--- config.mk ---
export PLATFORM = sky130hd
export DESIGN_NAME = btb_update_queue_flat
export DESIGN_NICKNAME = d
export VERILOG_FILES = /design/src/rtl/btb_update_queue_pkg.sv /design/src/rtl/btb_update_queue_if.sv /design/src/rtl/btb_update_queue_match.sv /design/src/rtl/btb_update_queue.sv /design/src/flat_wrapper.sv
export SDC_FILE = /design/constraint.sdc
export NUM_CORES = 2
export LEC_CHECK = 0
export CAP_MARGIN = 25
export CORE_ASPECT_RATIO = 1.75
export CORE_MARGIN = 5
export CORE_UTILIZATION = 40
export DETAILED_ROUTE_END_ITERATION = 16
export PLACE_DENSITY = 0.63
export SYNTH_ARGS = -nofsm -noshare
export SYNTH_HDL_FRONTEND = slang
export SYNTH_SLANG_ARGS = --single-unit
--- constraint.sdc ---
create_clock -name clock -period 21.3 [get_ports clock]
set_input_delay 4.26 -clock clock [delete_from_list [all_inputs] [get_ports clock]]
set_output_delay 4.26 -clock clock [all_outputs]
set_load 0.02 [all_outputs]
--- src/rtl/btb_update_queue_pkg.sv ---
`default_nettype none
// ============================================================================
// btb_pkg -- shared widths and update-entry type for the BTB update queue
// Rev 1.0
// ============================================================================
package btb_pkg;

  localparam int XLEN          = 64;
  localparam int DEPTH_DEFAULT = 8;

  typedef struct packed {
    logic [XLEN-1:0] pc;
    logic [XLEN-1:0] hist;
    logic [XLEN-1:0] target;
    logic            is_br;
    logic            is_jal;
  } btb_update_t;

endpackage
`default_nettype wire

--- src/rtl/btb_update_queue_if.sv ---
`default_nettype none
// ============================================================================
// btb_update_queue_if -- resolution-side enqueue, BTB-side update, lookup/status
// Rev 1.0
// ============================================================================
interface btb_update_queue_if #(
  parameter int DEPTH = btb_pkg::DEPTH_DEFAULT,
  parameter int XLEN  = btb_pkg::XLEN
);
  localparam int CW = $clog2(DEPTH + 1);

  logic            enq_valid;
  logic            enq_ready;
  logic [XLEN-1:0] enq_pc;
  logic [XLEN-1:0] enq_hist;
  logic [XLEN-1:0] enq_target;
  logic            enq_is_br;
  logic            enq_is_jal;

  logic            upd_valid;
  logic            upd_ready;
  logic [XLEN-1:0] upd_pc;
  logic [XLEN-1:0] upd_hist;
  logic [XLEN-1:0] upd_target;
  logic            upd_is_br;
  logic            upd_is_jal;

  logic            flush;
  logic [XLEN-1:0] lookup_pc;
  logic            lookup_hit;
  logic [XLEN-1:0] lookup_target;
  logic [CW-1:0]   count;
  logic [15:0]     drop_count;

  modport slave (
    input  enq_valid, enq_pc, enq_hist, enq_target, enq_is_br, enq_is_jal,
    input  upd_ready, flush, lookup_pc,
    output enq_ready, upd_valid, upd_pc, upd_hist, upd_target, upd_is_br, upd_is_jal,
    output lookup_hit, lookup_target, count, drop_count
  );

  modport master (
    output enq_valid, enq_pc, enq_hist, enq_target, enq_is_br, enq_is_jal,
    output upd_ready, flush, lookup_pc,
    input  enq_ready, upd_valid, upd_pc, upd_hist, upd_target, upd_is_br, upd_is_jal,
    input  lookup_hit, lookup_target, count, drop_count
  );

endinterface
`default_nettype wire

--- src/rtl/btb_update_queue_match.sv ---
`default_nettype none
// ============================================================================
// btb_uq_match -- newest-first pc search over the occupied queue slots
// Rev 1.0
// ============================================================================
module btb_uq_match #(
  parameter  int DEPTH = 8,
  parameter  int XLEN  = 64,
  localparam int PW    = $clog2(DEPTH)
) (
  input  logic [DEPTH-1:0][XLEN-1:0] pc_tbl_i,
  input  logic [XLEN-1:0]            lookup_pc_i,
  input  logic [DEPTH-1:0]           occ_i,
  input  logic [PW-1:0]              head_i,
  output logic                       hit_o,
  output logic [PW-1:0]              idx_o
);

  logic [PW-1:0] slot;

  // Walk from oldest (head) to newest so the last match seen is the newest one.
  always_comb begin
    hit_o = 1'b0;
    idx_o = head_i;
    slot  = head_i;
    for (int k = 0; k < DEPTH; k++) begin
      slot = head_i + PW'(k);
      if (occ_i[slot] && (pc_tbl_i[slot] == lookup_pc_i)) begin
        hit_o = 1'b1;
        idx_o = slot;
      end
    end
  end

endmodule
`default_nettype wire

--- src/rtl/btb_update_queue.sv ---
`default_nettype none
// ============================================================================
// btb_update_queue -- pending BTB update FIFO with newest-entry coalescing
// Rev 1.0
// ============================================================================
module btb_update_queue
  import btb_pkg::*;
#(
  parameter int DEPTH = DEPTH_DEFAULT,   // power of two, >= 2
  parameter int XLEN  = btb_pkg::XLEN
) (
  input  logic              clock,
  input  logic              reset,
  btb_update_queue_if.slave bus
);

  localparam int PW = $clog2(DEPTH);
  localparam int CW = $clog2(DEPTH + 1);

  logic [PW-1:0] head_q, head_d;
  logic [PW-1:0] tail_q, tail_d;
  logic [CW-1:0] count_q, count_d;
  logic [15:0]   drop_q, drop_d;

  logic [DEPTH-1:0][XLEN-1:0] pc_q;
  logic [DEPTH-1:0][XLEN-1:0] hist_q;
  logic [DEPTH-1:0][XLEN-1:0] target_q;
  logic [DEPTH-1:0]           br_q;
  logic [DEPTH-1:0]           jal_q;

  logic [PW-1:0]    newest;
  logic [DEPTH-1:0] occ;
  logic             deq;
  logic             coalesce_ok;
  logic             enq_ready;
  logic             enq_fire;
  logic             push;
  logic             merge;
  logic             match_hit;
  logic [PW-1:0]    match_idx;

  assign newest = tail_q - PW'(1);
  assign deq    = (count_q != '0) && bus.upd_ready;

  // A lone entry leaving this cycle cannot absorb the offer; it must go in fresh.
  assign coalesce_ok = (count_q != '0)
                    && (pc_q[newest] == bus.enq_pc)
                    && !((count_q == CW'(1)) && deq);

  assign enq_ready = !reset && !bus.flush
                  && ((count_q < CW'(DEPTH)) || coalesce_ok);
  assign enq_fire  = bus.enq_valid && enq_ready;
  assign push      = enq_fire && !coalesce_ok;
  assign merge     = enq_fire && coalesce_ok;

  always_comb begin
    head_d  = head_q + PW'(deq);
    tail_d  = tail_q + PW'(push);
    count_d = count_q + CW'(push) - CW'(deq);
    drop_d  = drop_q;
    if (bus.enq_valid && !enq_ready && !bus.flush && (drop_q != 16'hFFFF)) begin
      drop_d = drop_q + 16'd1;
    end
    if (bus.flush) begin
      head_d  = '0;
      tail_d  = '0;
      count_d = '0;
    end
  end

  always_ff @(posedge clock) begin
    if (reset) begin
      head_q  <= '0;
      tail_q  <= '0;
      count_q <= '0;
      drop_q  <= '0;
    end else begin
      head_q  <= head_d;
      tail_q  <= tail_d;
      count_q <= count_d;
      drop_q  <= drop_d;
    end
  end

  always_ff @(posedge clock) begin
    if (push) begin
      pc_q[tail_q]     <= bus.enq_pc;
      hist_q[tail_q]   <= bus.enq_hist;
      target_q[tail_q] <= bus.enq_target;
      br_q[tail_q]     <= bus.enq_is_br;
      jal_q[tail_q]    <= bus.enq_is_jal;
    end else if (merge) begin
      hist_q[newest]   <= bus.enq_hist;
      target_q[newest] <= bus.enq_target;
      br_q[newest]     <= bus.enq_is_br;
      jal_q[newest]    <= bus.enq_is_jal;
    end
  end

  // Occupied slots are the count_q entries starting at head.
  for (genvar i = 0; i < DEPTH; i++) begin : g_occ
    logic [PW-1:0] age;
    assign age    = PW'(i) - head_q;
    assign occ[i] = CW'(age) < count_q;
  end

  btb_uq_match #(
    .DEPTH (DEPTH),
    .XLEN  (XLEN)
  ) u_match (
    .pc_tbl_i    (pc_q),
    .lookup_pc_i (bus.lookup_pc),
    .occ_i       (occ),
    .head_i      (head_q),
    .hit_o       (match_hit),
    .idx_o       (match_idx)
  );

  assign bus.enq_ready     = enq_ready;
  assign bus.upd_valid     = !reset && (count_q != '0);
  assign bus.upd_pc        = pc_q[head_q];
  assign bus.upd_hist      = hist_q[head_q];
  assign bus.upd_target    = target_q[head_q];
  assign bus.upd_is_br     = br_q[head_q];
  assign bus.upd_is_jal    = jal_q[head_q];
  assign bus.lookup_hit    = !reset && match_hit;
  assign bus.lookup_target = bus.lookup_hit ? target_q[match_idx] : '0;
  assign bus.count         = reset ? '0 : count_q;
  assign bus.drop_count    = reset ? '0 : drop_q;

endmodule
`default_nettype wire

--- src/flat_wrapper.sv ---
// flat-port wrapper written by rule: the top's interface ports become plain ports
module btb_update_queue_flat import btb_pkg::*;
#(
  parameter int DEPTH = DEPTH_DEFAULT,                        
  parameter int XLEN  = btb_pkg::XLEN
)
  (clock, reset, bus_enq_valid, bus_enq_pc, bus_enq_hist, bus_enq_target, bus_enq_is_br, bus_enq_is_jal, bus_upd_ready, bus_flush, bus_lookup_pc, bus_enq_ready, bus_upd_valid, bus_upd_pc, bus_upd_hist, bus_upd_target, bus_upd_is_br, bus_upd_is_jal, bus_lookup_hit, bus_lookup_target, bus_count, bus_drop_count);
  btb_update_queue_if #(.DEPTH(DEPTH), .XLEN(XLEN)) bus_i ();
  input  logic clock;
  input  logic reset;
  input wire logic [$bits(bus_i.enq_valid)-1:0] bus_enq_valid;
  input wire logic [$bits(bus_i.enq_pc)-1:0] bus_enq_pc;
  input wire logic [$bits(bus_i.enq_hist)-1:0] bus_enq_hist;
  input wire logic [$bits(bus_i.enq_target)-1:0] bus_enq_target;
  input wire logic [$bits(bus_i.enq_is_br)-1:0] bus_enq_is_br;
  input wire logic [$bits(bus_i.enq_is_jal)-1:0] bus_enq_is_jal;
  input wire logic [$bits(bus_i.upd_ready)-1:0] bus_upd_ready;
  input wire logic [$bits(bus_i.flush)-1:0] bus_flush;
  input wire logic [$bits(bus_i.lookup_pc)-1:0] bus_lookup_pc;
  output wire logic [$bits(bus_i.enq_ready)-1:0] bus_enq_ready;
  output wire logic [$bits(bus_i.upd_valid)-1:0] bus_upd_valid;
  output wire logic [$bits(bus_i.upd_pc)-1:0] bus_upd_pc;
  output wire logic [$bits(bus_i.upd_hist)-1:0] bus_upd_hist;
  output wire logic [$bits(bus_i.upd_target)-1:0] bus_upd_target;
  output wire logic [$bits(bus_i.upd_is_br)-1:0] bus_upd_is_br;
  output wire logic [$bits(bus_i.upd_is_jal)-1:0] bus_upd_is_jal;
  output wire logic [$bits(bus_i.lookup_hit)-1:0] bus_lookup_hit;
  output wire logic [$bits(bus_i.lookup_target)-1:0] bus_lookup_target;
  output wire logic [$bits(bus_i.count)-1:0] bus_count;
  output wire logic [$bits(bus_i.drop_count)-1:0] bus_drop_count;
  assign bus_i.enq_valid = bus_enq_valid;
  assign bus_i.enq_pc = bus_enq_pc;
  assign bus_i.enq_hist = bus_enq_hist;
  assign bus_i.enq_target = bus_enq_target;
  assign bus_i.enq_is_br = bus_enq_is_br;
  assign bus_i.enq_is_jal = bus_enq_is_jal;
  assign bus_i.upd_ready = bus_upd_ready;
  assign bus_i.flush = bus_flush;
  assign bus_i.lookup_pc = bus_lookup_pc;
  assign bus_enq_ready = bus_i.enq_ready;
  assign bus_upd_valid = bus_i.upd_valid;
  assign bus_upd_pc = bus_i.upd_pc;
  assign bus_upd_hist = bus_i.upd_hist;
  assign bus_upd_target = bus_i.upd_target;
  assign bus_upd_is_br = bus_i.upd_is_br;
  assign bus_upd_is_jal = bus_i.upd_is_jal;
  assign bus_lookup_hit = bus_i.lookup_hit;
  assign bus_lookup_target = bus_i.lookup_target;
  assign bus_count = bus_i.count;
  assign bus_drop_count = bus_i.drop_count;
  btb_update_queue #(.DEPTH(DEPTH), .XLEN(XLEN)) u_core (.clock(clock), .reset(reset), .bus(bus_i));
endmodule
==> out/qor.yml, run 1 <==
rows: 244
ys_seq_elements: 1578
gp_congestion: 1.15
ctsResizeCount: 0
syn-mean-instance-area_um2: 13.4
start_util: 0.402
clock_path_buffers: 4
status: "stopped before the end"
synth_edf_count: 1552
port_buffers: 543
hpwlAfterDp_um: 406000
grt_pass1_vias: 76500
cts-hold-fix-buffers: 0
seq_area_frac_synth: 0.464
cts_buffers: 168
grt_max_degree: 144
haltStage: "detailed routing"
tool.error: "Error: net1145 1 pin not visited #guides = 172"
cts_root_buf: "clkbuf_16"
synth-async-reset-ratio: 0
syn_nets: 7862
ios: 544
track_usage: 0.417
die_x_um: 391
die_y_um: 676
place_inst: 11100
yosysWarnings: 0
antenna_found_initial: 121
syn-cell-area_um2: 102000
cts_setup_buffers: 0
grt_pass1_wl_um: 733000
ys_types: 98
synth_cells: 7573
synth-main-ff-cell: "edfxtp_1"
htree_levels: 4
overflow: 0
cts.sinks: 1578
per-layer routing:
metal and track usage:
met4 0.417, met5 0, met2 0.654, met3 0.142
met1 0.424
stage by stage:
step | setup WS [ns] | area (µm²)
2_1_floorplan | 3.99 | 102000
3_3_place_gp | 4.43 | 111000
3_5_place_dp | 4.87 | 111000
4_1_cts | 4.85 | 117000
5_1_grt | 4.67 | 117000
cell families after synthesis:
| kind of cell | after synthesis | synth area share |
|---|---|---|
| XOR/XNOR | 560 | 0.0484 |
| AND/OR/NAND/NOR | 2439 | 0.129 |
| buffers and inverters | 698 | 0.0370 |
| flip-flops | 1578 | 0.464 |
| multiplexers | 1557 | 0.263 |
| adder cells (fa/ha/maj) | 26 | 0.00328 |
| AO/OA/AOI/OAI | 715 | 0.0552 |
synth_stat cells (24+ instances only):
library cell	count	area, µm²
xor2_1	72	631
o22ai_1	57	357
edfxtp_1	1552	46600
buf_2	143	716
nor2b_1	39	244
nor2_1	175	657
nor4_1	46	288
mux2_2	91	1020
o22a_1	69	604
and2_1	1057	6610
a221oi_1	69	604
inv_1	56	210
and3_1	24	150
ha_1	25	313
o21ai_0	67	335
buf_4	52	390
o221ai_1	72	631
mux2i_1	585	5860
clkbuf_2	33	165
xnor2_1	487	4270
buf_1	95	357
a22oi_1	57	428
clkbuf_1	220	826
mux4_2	873	19700
nand4_1	108	676
nand2b_1	36	225
buf_6	76	856
nand2_1	654	2450
a21oi_1	72	360
nand3_1	139	696
nor3_1	61	305
dfxtp_1	26	521
==> run 2: changes to the inputs <==
- CORE_ASPECT_RATIO: 1.75 -> default
- CORE_UTILIZATION: 40 -> 25
- PLACE_DENSITY: 0.63 -> default
- PLACE_DENSITY_LB_ADDON: default -> 0.15
==> out/qor.yml, run 2 <==
ctsResizeCount: 0  # unchanged
synth_top_family_by_area: "multiplexers"  # unchanged
clock_path_buffers: 4  # unchanged
rows: 234  # was 244
via_count: 74300
grt_pass1_vias: 72500  # was 76500
cts.sinks: 1578  # unchanged
track_usage: 0.240  # was 0.417
grt_setup_unrepaired: "no"
ys_types: 98  # unchanged
fin_nets: 8229
final_cells: 13600
layout_common_cells: "1552 x edfxtp_1, 1056 x and2_1, 873 x mux4_2"
ant_nets: 0
ios: 544  # unchanged
start_util: 0.250  # was 0.402
hold_viol: 0
layout_min_cycle_time_ns: 16.45
synth.most_common_cell: "edfxtp_1"  # unchanged
top_regs: "u_core.hist_q: 512 flops, u_core.pc_q: 512 flops, u_core.target_q: 512 flops"
avgRoutedWirePerCell_um: 38.4
die_area_um2: 419000
maxUsedRoutingLayer: "met5"
crit_path_max_fanout: 44
drc: 0
final_layout_size_suffix_gt1_frac: 0.201
path_cells: "clkdlybuf4s50_1 > xnor2_1 > nand4_1 > nor3_1 > nand3_1 > a2111oi_2 > nand3_1 > nand2b_1 > o22ai_1 > or2_0 > or3_4 > buf_4 > o22a_1 > o221ai_1 > clkdlybuf4s50_1"
crit_type: "primary input to output port"
synth_top_area_cell: "edfxtp_1"  # unchanged
grt_pass1_wl_um: 692000  # was 733000 µm
crit_required_ns: 17.04
syn-cell-area_um2: 102000  # unchanged
synth.area.top_cells: "edfxtp_1 46%, mux4_2 19%, and2_1 6.5%"  # unchanged
r2r_start: "u_core.tail_q[0]"
port_buffers: 543  # unchanged
hp-class: "flip-flop to flip-flop"
cts.reportedPaths.clkPinSlew_ns: 0.06
cts_tree: "yes"
htree_levels: 4  # unchanged
synth-xor-area-share: 0.0484  # unchanged
cts_setup_buffers: 0  # unchanged
gp_congestion: 1.06  # was 1.15
synth-async-reset-ratio: 0  # unchanged
status: "finished, final reports clean"  # was stopped before the end
core_area_um2: 406000
finalSetupViolCount: 0
ys_seq_elements: 1578  # unchanged
antenna_found_initial: 113  # was 121
cts_root_buf: "clkbuf_16"  # unchanged
grt_max_degree: 115  # was 144
syn_to_final_growth_pct: 17.9
overflow: 0  # unchanged
synth_cells: 7573  # unchanged
power.density_nw_per_um2: 78.2
seq_area_frac_synth: 0.464  # unchanged
slowest_delay_ns: 1.00
cp_slowest_cell: "xnor2_1"
syn-mean-instance-area_um2: 13.4  # unchanged
drt-pass1-iter-count: 10
yosysWarnings: 0  # unchanged
drt-met1-wl_um: 218000
fin_tns_setup_ns: 0
cts-hold-fix-buffers: 0  # unchanged
critPathCaptureType: "output port"
place_inst: 13200  # was 11100
whs_path_depth: 2
drv_slew: 0
tightest_slew_ns: 1.25
crit_start: "bus_lookup_pc[51]"
drtIter0Drc: 8708
cts_buffers: 200  # was 168
synth_compound_area_frac: 0.0552  # unchanged
hpwlAfterDp_um: 365000  # was 406000 µm
yosys.area_share.simple: 0.129  # unchanged
wl_met3_um: 40300
max_freq_mhz: 60.8
r2r-end: "u_core.target_q[198]"
cp.arrival_ns: 12.19
slew_headroom: 0.163
peakVddDrop_mv: 0.0716
reg2reg_depth: 21
die_x_um: 647  # was 391 µm
leakage_nw: 36.0
vias_per_cell: 5.47
finClkSkew_ns: 0.122
min_from: "u_core.drop_q[15]"
synth-main-ff-cell: "edfxtp_1"  # unchanged
synthTopCellsByCount: "1552 x edfxtp_1, 1057 x and2_1, 873 x mux4_2"  # unchanged
min_period_over_period: 0.773
die_y_um: 647  # was 676 µm
syn_nets: 7862  # unchanged
utilization: 0.295
netlist.area_leader.share: 0.459  # unchanged
drt_wl_total_um: 522000
wl_met2_um: 237000
r2r_slack_ns: 11.23
final_common_cell: "edfxtp_1"
synthAdderAreaFrac: 0.00328  # unchanged
synth_mux_area_frac: 0.263  # unchanged
endpoint: "bus_lookup_target[36]"
startpoint_type: "primary input"
maxCapViolations: 0
synth_edf_count: 1552  # unchanged
clock_latency_ns: 0.96
run 2: final cells by class:
type / instances / area, µm²
Multi-Input combinational cell: 5297 / 51100
Sequential cell: 1578 / 47100
Tap cell: 5428 / 6790
Clock inverter: 121 / 1300
Fill cell: 40900 / 286000
Inverter: 67 / 267
Clock buffer: 243 / 5270
Antenna cell: 56 / 140
Timing Repair Buffer: 796 / 7700
run 2: cell families after synthesis:
kind of cell               Yosys count
xor gates and xnor gates           560
muxes                             1557
buffers and inverters              698
AOI/OAI and AO/OA                  715
and+or+nand+nor                   2439
DFF                               1578
adders and majority gates           26
run 2: worst min path at each step:
stage	endpoint	slack, ns
final	u_core.drop_q[15]	0.50
after detailed placement	u_core.drop_q[15]	0.50
after CTS	u_core.drop_q[15]	0.51
after global routing	u_core.drop_q[15]	0.54
after global placement	u_core.drop_q[15]	0.48
after floorplan	u_core.drop_q[15]	0.47
run 2: worst max-delay path, delay by kind of cell:
family,cells,cell delay (ns)
and+or+nand+nor,7,3.19
xor gates and xnor gates,1,1.00
AOI/OAI and AO/OA,4,1.43
buffers and inverters,3,2.22
run 2: power by group:
part	internal [W]	leakage (nW)	switching, W
logic	0.000818	19.0	0.00158
clock network	0.00206	3.19	0.00144
registers	0.00344	13.8	0.0000261
total	0.00632	36.0	0.00305
run 2: through the flow:
stage / worst slack (ns) / area (µm²) / hold slack (ns) / total power [W]
after detailed placement: 4.86 / 113000 / 0.499 / 0.00588
after CTS: 4.83 / 119000 / 0.509 / 0.00942
final: 4.85 / 120000 / 0.505 / 0.00936
after global placement: 3.46 / 113000 / 0.482 / 0.00588
after global routing: 4.91 / 120000 / 0.538 / 0.00962
after floorplan: 3.99 / 102000 / 0.467 / 0.00474
run 2: layer usage:
metal | vias up | track usage
li1 | 30200 | -
met1 | 39700 | 0.321
met4 | 40 | 0.108
met3 | 776 | 0.0512
met2 | 3526 | 0.374
met5 | - | 0
(Power assumes the default switching activity.)
